### config.mk
export PLATFORM = sky130hd
export DESIGN_NAME = fetch_decode_unit_flat
export DESIGN_NICKNAME = d
export VERILOG_FILES = /design/src/rtl/fetch_decode_unit_if.sv /design/src/rtl/fetch_decode_unit.sv /design/src/flat_wrapper.sv
export SDC_FILE = /design/constraint.sdc
export NUM_CORES = 1
export LEC_CHECK = 0
export ABC_AREA = 1
export CORE_ASPECT_RATIO = 1.5
export CORE_MARGIN = 2
export CORE_UTILIZATION = 40
export CTS_BUF_LIST = sky130_fd_sc_hd__clkbuf_4
export DETAILED_ROUTE_END_ITERATION = 6
export PLACE_DENSITY = 0.72
export SYNTH_ARGS = -nofsm -noshare
export SYNTH_HDL_FRONTEND = slang
export SYNTH_SLANG_ARGS = --single-unit
### constraint.sdc
create_clock -name clk -period 1.5 [get_ports clk]
set_input_delay 0.15 -clock clk [delete_from_list [all_inputs] [get_ports clk]]
set_output_delay 0.15 -clock clk [all_outputs]
set_load 0.01 [all_outputs]
### src/rtl/fetch_decode_unit_if.sv
// fetch_decode_unit_if: instruction-memory read bus with req/ack handshake
// master drives req/addr and samples ack/rdata; slave is the memory side.
interface fetch_decode_unit_if #(parameter int ADDR_W = 8);
  logic              req;
  logic [ADDR_W-1:0] addr;
  logic              ack;
  logic [15:0]       rdata;
  modport master(output req, addr, input ack, rdata);
  modport slave(input req, addr, output ack, rdata);
endinterface

### src/rtl/fetch_decode_unit.sv
// fetch_decode_unit: PC owner, instruction fetch over req/ack and IR field split
// Ports:
//   clk, rst_n               clock, asynchronous active-low reset
//   fetch_en_i               control FSM wants a new instruction
//   instr_consume_i          current instruction taken (pulse)
//   pc_load_i, pc_target_i   PC redirect
//   imem                     instruction-memory bus (master side)
//   instr_valid_o            decoded fields valid
//   op_code_o..op3_o, imm_o  IR nibbles and sign-extended op1
//   pc_o                     next fetch address
//   fetch_err_o              sticky ack-timeout flag
module fetch_decode_unit #(
  parameter int              ADDR_W      = 8,
  parameter logic [ADDR_W-1:0] RESET_PC  = '0,
  parameter int              ACK_TIMEOUT = 15
) (
  input  logic              clk,
  input  logic              rst_n,
  input  logic              fetch_en_i,
  input  logic              instr_consume_i,
  input  logic              pc_load_i,
  input  logic [ADDR_W-1:0] pc_target_i,
  fetch_decode_unit_if.master imem,
  output logic              instr_valid_o,
  output logic [3:0]        op_code_o,
  output logic [3:0]        op1_o,
  output logic [3:0]        op2_o,
  output logic [3:0]        op3_o,
  output logic [15:0]       imm_o,
  output logic [ADDR_W-1:0] pc_o,
  output logic              fetch_err_o
);
  typedef enum logic [1:0] {IDLE, REQ, VALID} state_t;
  state_t            state_q, state_d;
  logic [ADDR_W-1:0] pc_q, pc_d, addr_q, addr_d;
  logic [15:0]       ir_q, ir_d;
  logic [7:0]        cnt_q, cnt_d;
  logic              valid_q, valid_d, req_q, req_d, flush_q, flush_d, err_q, err_d;
  logic              start, gap, take, discard, timeout, waiting;
  assign start   = state_q == IDLE && fetch_en_i && !valid_q;
  // req low while in REQ is the one-cycle gap before reissuing after a flush
  assign gap     = state_q == REQ && !req_q;
  assign take    = req_q && imem.ack;
  // a redirect arriving with the ack also invalidates the returned word
  assign discard = take && (flush_q || pc_load_i);
  assign timeout = req_q && !imem.ack && cnt_q + 8'd1 == 8'(ACK_TIMEOUT);
  assign waiting = req_q && !imem.ack && !timeout;
  always_ff @(posedge clk or negedge rst_n) begin
    if (!rst_n) begin
      state_q <= IDLE;
      pc_q    <= RESET_PC;
      addr_q  <= RESET_PC;
      ir_q    <= '0;
      cnt_q   <= '0;
      valid_q <= 1'b0;
      req_q   <= 1'b0;
      flush_q <= 1'b0;
      err_q   <= 1'b0;
    end else begin
      state_q <= state_d;
      pc_q    <= pc_d;
      addr_q  <= addr_d;
      ir_q    <= ir_d;
      cnt_q   <= cnt_d;
      valid_q <= valid_d;
      req_q   <= req_d;
      flush_q <= flush_d;
      err_q   <= err_d;
    end
  end
  always_comb begin
    state_d = state_q;
    case (state_q)
      IDLE:    state_d = start ? REQ : IDLE;
      REQ:     state_d = take && !discard ? VALID : timeout ? IDLE : REQ;
      VALID:   state_d = instr_consume_i ? IDLE : VALID;
      default: state_d = IDLE;
    endcase
  end
  always_comb begin
    pc_d    = pc_load_i ? pc_target_i : take && !discard ? pc_q + 1'b1 : pc_q;
    req_d   = start || gap || waiting;
    // address is captured only when a request is launched, so it stays stable while req is high
    addr_d  = start || gap ? pc_d : addr_q;
    ir_d    = take && !discard ? imem.rdata : ir_q;
    valid_d = take && !discard ? 1'b1 : state_q == VALID && instr_consume_i ? 1'b0 : valid_q;
    flush_d = waiting && (flush_q || pc_load_i);
    cnt_d   = req_q && !imem.ack ? cnt_q + 8'd1 : 8'd0;
    err_d   = err_q || timeout;
  end
  assign imem.req      = req_q;
  assign imem.addr     = addr_q;
  assign instr_valid_o = valid_q;
  assign op_code_o     = ir_q[15:12];
  assign op1_o         = ir_q[11:8];
  assign op2_o         = ir_q[7:4];
  assign op3_o         = ir_q[3:0];
  assign imm_o         = {{12{ir_q[11]}}, ir_q[11:8]};
  assign pc_o          = pc_q;
  assign fetch_err_o   = err_q;
endmodule

### src/flat_wrapper.sv
// flat-port wrapper written by rule: the top's interface ports become plain ports
module fetch_decode_unit_flat 
#(
  parameter int              ADDR_W      = 8,
  parameter logic [ADDR_W-1:0] RESET_PC  = '0,
  parameter int              ACK_TIMEOUT = 15
)
  (clk, rst_n, fetch_en_i, instr_consume_i, pc_load_i, pc_target_i, instr_valid_o, op_code_o, op1_o, op2_o, op3_o, imm_o, pc_o, fetch_err_o, imem_req, imem_addr, imem_ack, imem_rdata);
  fetch_decode_unit_if #(.ADDR_W(ADDR_W)) imem_i ();
  input  logic clk;
  input  logic rst_n;
  input  logic fetch_en_i;
  input  logic instr_consume_i;
  input  logic pc_load_i;
  input  logic [ADDR_W-1:0] pc_target_i;
  output logic instr_valid_o;
  output logic [3:0] op_code_o;
  output logic [3:0] op1_o;
  output logic [3:0] op2_o;
  output logic [3:0] op3_o;
  output logic [15:0] imm_o;
  output logic [ADDR_W-1:0] pc_o;
  output logic fetch_err_o;
  output wire logic [$bits(imem_i.req)-1:0] imem_req;
  output wire logic [$bits(imem_i.addr)-1:0] imem_addr;
  input wire logic [$bits(imem_i.ack)-1:0] imem_ack;
  input wire logic [$bits(imem_i.rdata)-1:0] imem_rdata;
  assign imem_req = imem_i.req;
  assign imem_addr = imem_i.addr;
  assign imem_i.ack = imem_ack;
  assign imem_i.rdata = imem_rdata;
  fetch_decode_unit #(.ADDR_W(ADDR_W), .RESET_PC(RESET_PC), .ACK_TIMEOUT(ACK_TIMEOUT)) u_core (.clk(clk), .rst_n(rst_n), .fetch_en_i(fetch_en_i), .instr_consume_i(instr_consume_i), .pc_load_i(pc_load_i), .pc_target_i(pc_target_i), .imem(imem_i), .instr_valid_o(instr_valid_o), .op_code_o(op_code_o), .op1_o(op1_o), .op2_o(op2_o), .op3_o(op3_o), .imm_o(imm_o), .pc_o(pc_o), .fetch_err_o(fetch_err_o));
endmodule
Yosys cells after proc, flatten, opt, wreduce, memory -nomap -nowiden. Index checks and enable logic that the tools add are counted.

$add $sub $neg: 2. Equality and inequality tests: 3. Multiplexer cells: 10. Reductions and logical operators: 22.

Operators with widths (number): $mux 8 (3); $add 8x1->8 const B (2); $logic_and 1x1->1 (11); $eq 8x4->1 const B (1); $pmux 2 s3 (1); $logic_not 1->1 (5); $logic_or 1x1->1 (4); $mux 1 (4); $mux 2 (2); $eq 2x1->1 const B (1); $eq 2x2->1 const B (1); $logic_not 2->1 (1); $reduce_bool 2->1 (1).

Flip-flop bits (word level): 46. Output and inout bits: 51. Bits of input ports: 30.

Longest topological paths before layout. Gate-level depths: netlist (run 1).

Word-level depth: 6. Gate-level depth with buffers: 10. Gate-level depth less buffers: 10.

Worst setup path after synthesis (run 1). Ideal clock, no wire load.

Path kind: flip-flop to flip-flop. Start point: register u_core.cnt_q[0]. End point: register u_core.state_q[0]. Stages on the path, launching flop included: 10. Path slack: 0.187 ns. Arrival time: 1.193 ns. Path buffers: 0. Cells stage by stage: dfrtp_1 > ha_1 > nand2_1 > nand2_1 > nor2_1 > nand3_1 > nor2_1 > nand3_1 > nand2_1 > nand2_1.

Longest elaborated chain between the ends: 6.

Ends and longest elaborated chain: start, declared (RTL line fetch_decode_unit.sv:37) `logic [7:0] cnt_q, cnt_d;`; start signal, assigned (RTL line fetch_decode_unit.sv:64) `cnt_q <= cnt_d;`; $add 8x1->8 (RTL line fetch_decode_unit.sv:46) `assign timeout = req_q && !imem.ack && cnt_q + 8'd1 == 8'(ACK_TIMEOUT);`; $eq 8x4->1 (RTL line fetch_decode_unit.sv:46); $logic_and 1x1->1 (RTL line fetch_decode_unit.sv:46); $mux 1 (RTL line fetch_decode_unit.sv:75) `REQ: state_d = take && !discard ? VALID : timeout ? IDLE : REQ;`; $mux 2 (RTL line fetch_decode_unit.sv:75); $pmux 2 s3 (RTL line fetch_decode_unit.sv:73) `case (state_q)`; net u_core.state_d[0] (RTL line fetch_decode_unit.sv:34) `state_t state_q, state_d;`; end signal, assigned (RTL line fetch_decode_unit.sv:60) `state_q <= state_d;`; end, declared (RTL line fetch_decode_unit.sv:34).

The timed path passes the listed nets, and every way through them passes these cells. A chain may end at the register's enable or synchronous reset.

Worst setup path in the final report (run 1).
Start point: register u_core.pc_q[5] (netlist: u_core.pc_o[5]). End point: output port pc_o[5].

RTL lines: start, declared (RTL line fetch_decode_unit.sv:35) `logic [ADDR_W-1:0] pc_q, pc_d, addr_q, addr_d;`; start signal, assigned (RTL line fetch_decode_unit.sv:61) `pc_q <= pc_d;`; end, declared (RTL line flat_wrapper.sv:22) `output logic [ADDR_W-1:0] pc_o;`.

No word-level cell between the ends.

==> impl_metrics.json, run 1 <==
{
  "status": "finished clean",
  "worstPathCellList": "clkdlybuf4s50_1",
  "route.detailed.drc": 0,
  "postSynthRegisterBits": 46,
  "post-dp-hpwl_um": 4020,
  "cts_inserted_buffers": 5,
  "syn_to_final_growth_pct": 43.1,
  "drv.max_cap_violation_count": 0,
  "htree_num_levels": 2,
  "wl_per_cell_um": 12.1,
  "clock_power_share": 0.118,
  "timing.critical_path.to_type": "output port",
  "synth_edf_count": 0,
  "die_area_um2": 6390,
  "finalWirelength_um": 5400,
  "grt-busiest-layer": "met2",
  "gr-usage-met1": 0.220,
  "syn-mean-instance-area_um2": 8.05,
  "synth_area_leader_cell": "dfrtp_1",
  "cellLeakagePower_nw": 1.69,
  "cts-root-buf": "clkbuf_4",
  "row_count": 33,
  "postSynth.topFlopCell": "dfrtp_1",
  "power.share.combinational": 0.494,
  "finalInstanceArea_um2": 3300,
  "final.setup_skew_ns": 0.00559,
  "mappedNetlistArea_um2": 2300,
  "cts.sinks": 46,
  "finalMaxSlewViolations": 0,
  "grt_use_met3": 0.0360,
  "cts_buffer_depth": 2,
  "power.share.switching": 0.369,
  "crit_slowest_cell": "clkdlybuf4s50_1",
  "critical_path_arrival_ns": 1.31,
  "drt.antenna.violating_nets": 0,
  "yosys_synthesis_warning_count": 0,
  "tritoncts": "built",
  "postSynthNetCount": 319,
  "fmax_mhz": 685,
  "ys_top_cells_by_count": "nand2_1 (111), dfrtp_1 (46), inv_1 (26)",
  "num_antenna_cells": 0,
  "crit_path_max_fanout": 3,
  "yosys.cell_types.count": 28,
  "core_area_um2": 5530,
  "netlist.area_leader.share": 0.500,
  "cpLargestDelayFamily": "buffers and inverters",
  "cellPowerDensity_nw_per_um2": 1510,
  "overflow": 0,
  "post_drt_via_cell_ratio": 4.68,
  "postSynthCellCount": 286,
  "fillCellCount": 541,
  "critical-path-max-stage-delay_ns": 0.55,
  "yosys-top-cells-area": "dfrtp_1 (50%), nand2_1 (18%), buf_4 (6.2%)",
  "num_vias": 2081,
  "worst_ir_drop_vdd_mv": 0.703,
  "postPlaceCellArea_um2": 3140,
  "worst_setup_hold_path_clk_slew_ns": 0.14,
  "p_seq_frac": 0.387,
  "endpoint_required_time_on_the_critical_path_ns": 1.35,
  "clkLatencyLatePin_ns": 0.36,
  "grtUsageTotal": 0.180,
  "num-nets-final": 407,
  "worst_setup_path_start_kind": "flip-flop",
  "critical_path.n_buffers_inverters": 1,
  "grt_pass1_wl_um": 9110,
  "top_level_ports": 81,
  "drtPass1Iterations": 4,
  "maximum_number_of_pins_on_one_net_before_global_route_repair": 33,
  "holdCritPathClass": "input port to async pin",
  "setup_viol": 0,
  "layout_min_cycle_time_ns": 1.46,
  "ys_seq_area_frac": 0.500,
  "die_w_um": 66.0,
  "worst_pin_slew_ns": 0.380,
  "numPortBuffers": 80,
  "p_int_mw": 3.14,
  "critical_path_class": "flip-flop to output port",
  "fin_crit_sh": 0.973,
  "number_of_global_route_vias_before_repair": 2012,
  "timing.final.hold_violations": 0,
  "die_h_um": 96.9,
  "initialDrtViolationCount": 63,
  "synth_most_common_cell": "nand2_1",
  "relSlewSlack": 0.747,
  "fin_worst_hold_slack_ns": 0.225,
  "switching_power_mw": 1.84,
  "floorplan.initialDensity": 0.416,
  "antenna_found_initial": 0,
  "globalRouteMet2Util": 0.318,
  "final_layout_size_suffix_gt1_frac": 0.155,
  "synth-async-reset-ratio": 1.00,
  "last_weighted_congestion_value_of_the_routability_driven_placer": 0.790
}
==> layout by cell type (no fill, tap or decap), drive strengths merged <==
master and count:
o21ai 8, clkbuf 5, clkinv 2, nor3 1
dlymetal6s2s 5, o21bai 1, nand3b 1, dfrtp 46
ha 3, xnor2 1, and2 2, dlygate4sd2 17
clkinvlp 1, nand4 3, a31oi 2, a21boi 1
nor2 26, buf 22, inv 28, a21oi 4
or2 3, clkdlybuf4s50 57, nand3 20, nand2 115
dlygate4sd3 1
==> routing by layer <==
layer	vias up	wire, um
met5	-	0
met3	5	292
li1	1042	-
met1	974	2290
met2	60	2760
met4	0	60
==> power by group through the flow <==
| stage | clock (mW) | sequential [mW] | combinational, mW |
|---|---|---|---|
| CTS | 0.618 | 1.94 | 2.45 |
| floorplan | 0 | 2.13 | 1.12 |
| global placement | 0 | 1.97 | 2.49 |
| finish | 0.589 | 1.93 | 2.46 |
| global route | 0.660 | 1.99 | 2.71 |
| detailed placement | 0 | 1.97 | 2.53 |
==> path summary, 6_finish.rpt <==
check / start / to / slack [ns] / cells after the start
setup / recovery: u_core.pc_o[5]$_DFF_PN0_ / pc_o[5] / 0.04 / 1
hold / removal: rst_n / u_core.ir_q[5]$_DFFE_PN0P_ / 0.22 / 2
setup reg to reg: u_core.cnt_q[1]$_DFF_PN0_ / u_core.state_q[0]$_DFF_PN0_ / 0.09 / 8
hold reg to reg: u_core.fetch_err_o$_DFF_PN0_ / u_core.fetch_err_o$_DFF_PN0_ / 0.49 / 2
max in group asynchronous: rst_n / u_core.cnt_q[0]$_DFF_PN0_ / 0.77 / 3
min in group clk: imem_rdata[11] / u_core.ir_q[11]$_DFFE_PN0P_ / 0.31 / 3
==> logic make-up after synthesis <==
family,synth area share
AND/OR/NAND/NOR,0.323
buffers and inverters,0.117
flip-flops,0.500
AO/OA/AOI/OAI,0.0397
adder cells (fa/ha/maj),0.0163
XOR/XNOR,0.00380
==> repair_timing <==
item | CTS | global route
pin swaps | 0 | 2
gates resized for setup | 19 | 15
endpoints found under the hold margin | 14 | 0
setup buffers | 4 | 4
setup endpoints to repair | 21 | 14
hold buffers | 1 | 0
==> stage by stage <==
stage	setup TNS, ns	worst slack (ns)	std cells	util	power (mW)
6_report	0	0.0400	445	0.596	4.98
5_1_grt	-0.0104	-0.00828	445	0.596	5.36
4_1_cts	0	0.0133	441	0.583	5.01
3_5_place_dp	-0.0660	-0.0291	428	0.568	4.51
3_3_place_gp	0	0.00198	428	0.568	4.45
2_1_floorplan	0	0.187	286	-	3.25
==> sequential cells by signal (all words and copies together) (netlist names) <==
name                  flops
u_core.ir_q              16
u_core.cnt_q              8
u_core.imem.addr          8
u_core.pc_o               8
u_core.state_q            2
u_core.fetch_err_o        1
u_core.flush_q            1
u_core.imem.req           1
u_core.instr_valid_o      1
==> cell type report <==
| type | instances | area [um^2] | area share |
|---|---|---|---|
| multi-input combinational | 191 | 911 | 0.276 |
| timing repair buffer | 102 | 980 | 0.297 |
| clock buffer | 5 | 37.5 | 0.0114 |
| sequential | 46 | 1150 | 0.350 |
| tap | 70 | 87.6 | 0.0266 |
| inverter | 28 | 105 | 0.0319 |
| clock inverter | 3 | 21.3 | 0.00645 |
No activity file was read; power rests on OpenSTA's default activity.
==> run 2, diff against run 1 <==
--- a/config.mk
+++ b/config.mk
@@ -6,6 +6,7 @@
 export NUM_CORES = 1
 export LEC_CHECK = 0
 export ABC_AREA = 1
+export CAP_MARGIN = 30
 export CORE_ASPECT_RATIO = 1.5
 export CORE_MARGIN = 2
 export CORE_UTILIZATION = 40
==> results of run 2 <==
No change in the layout: final DEF, timing and power equal those of run 1.
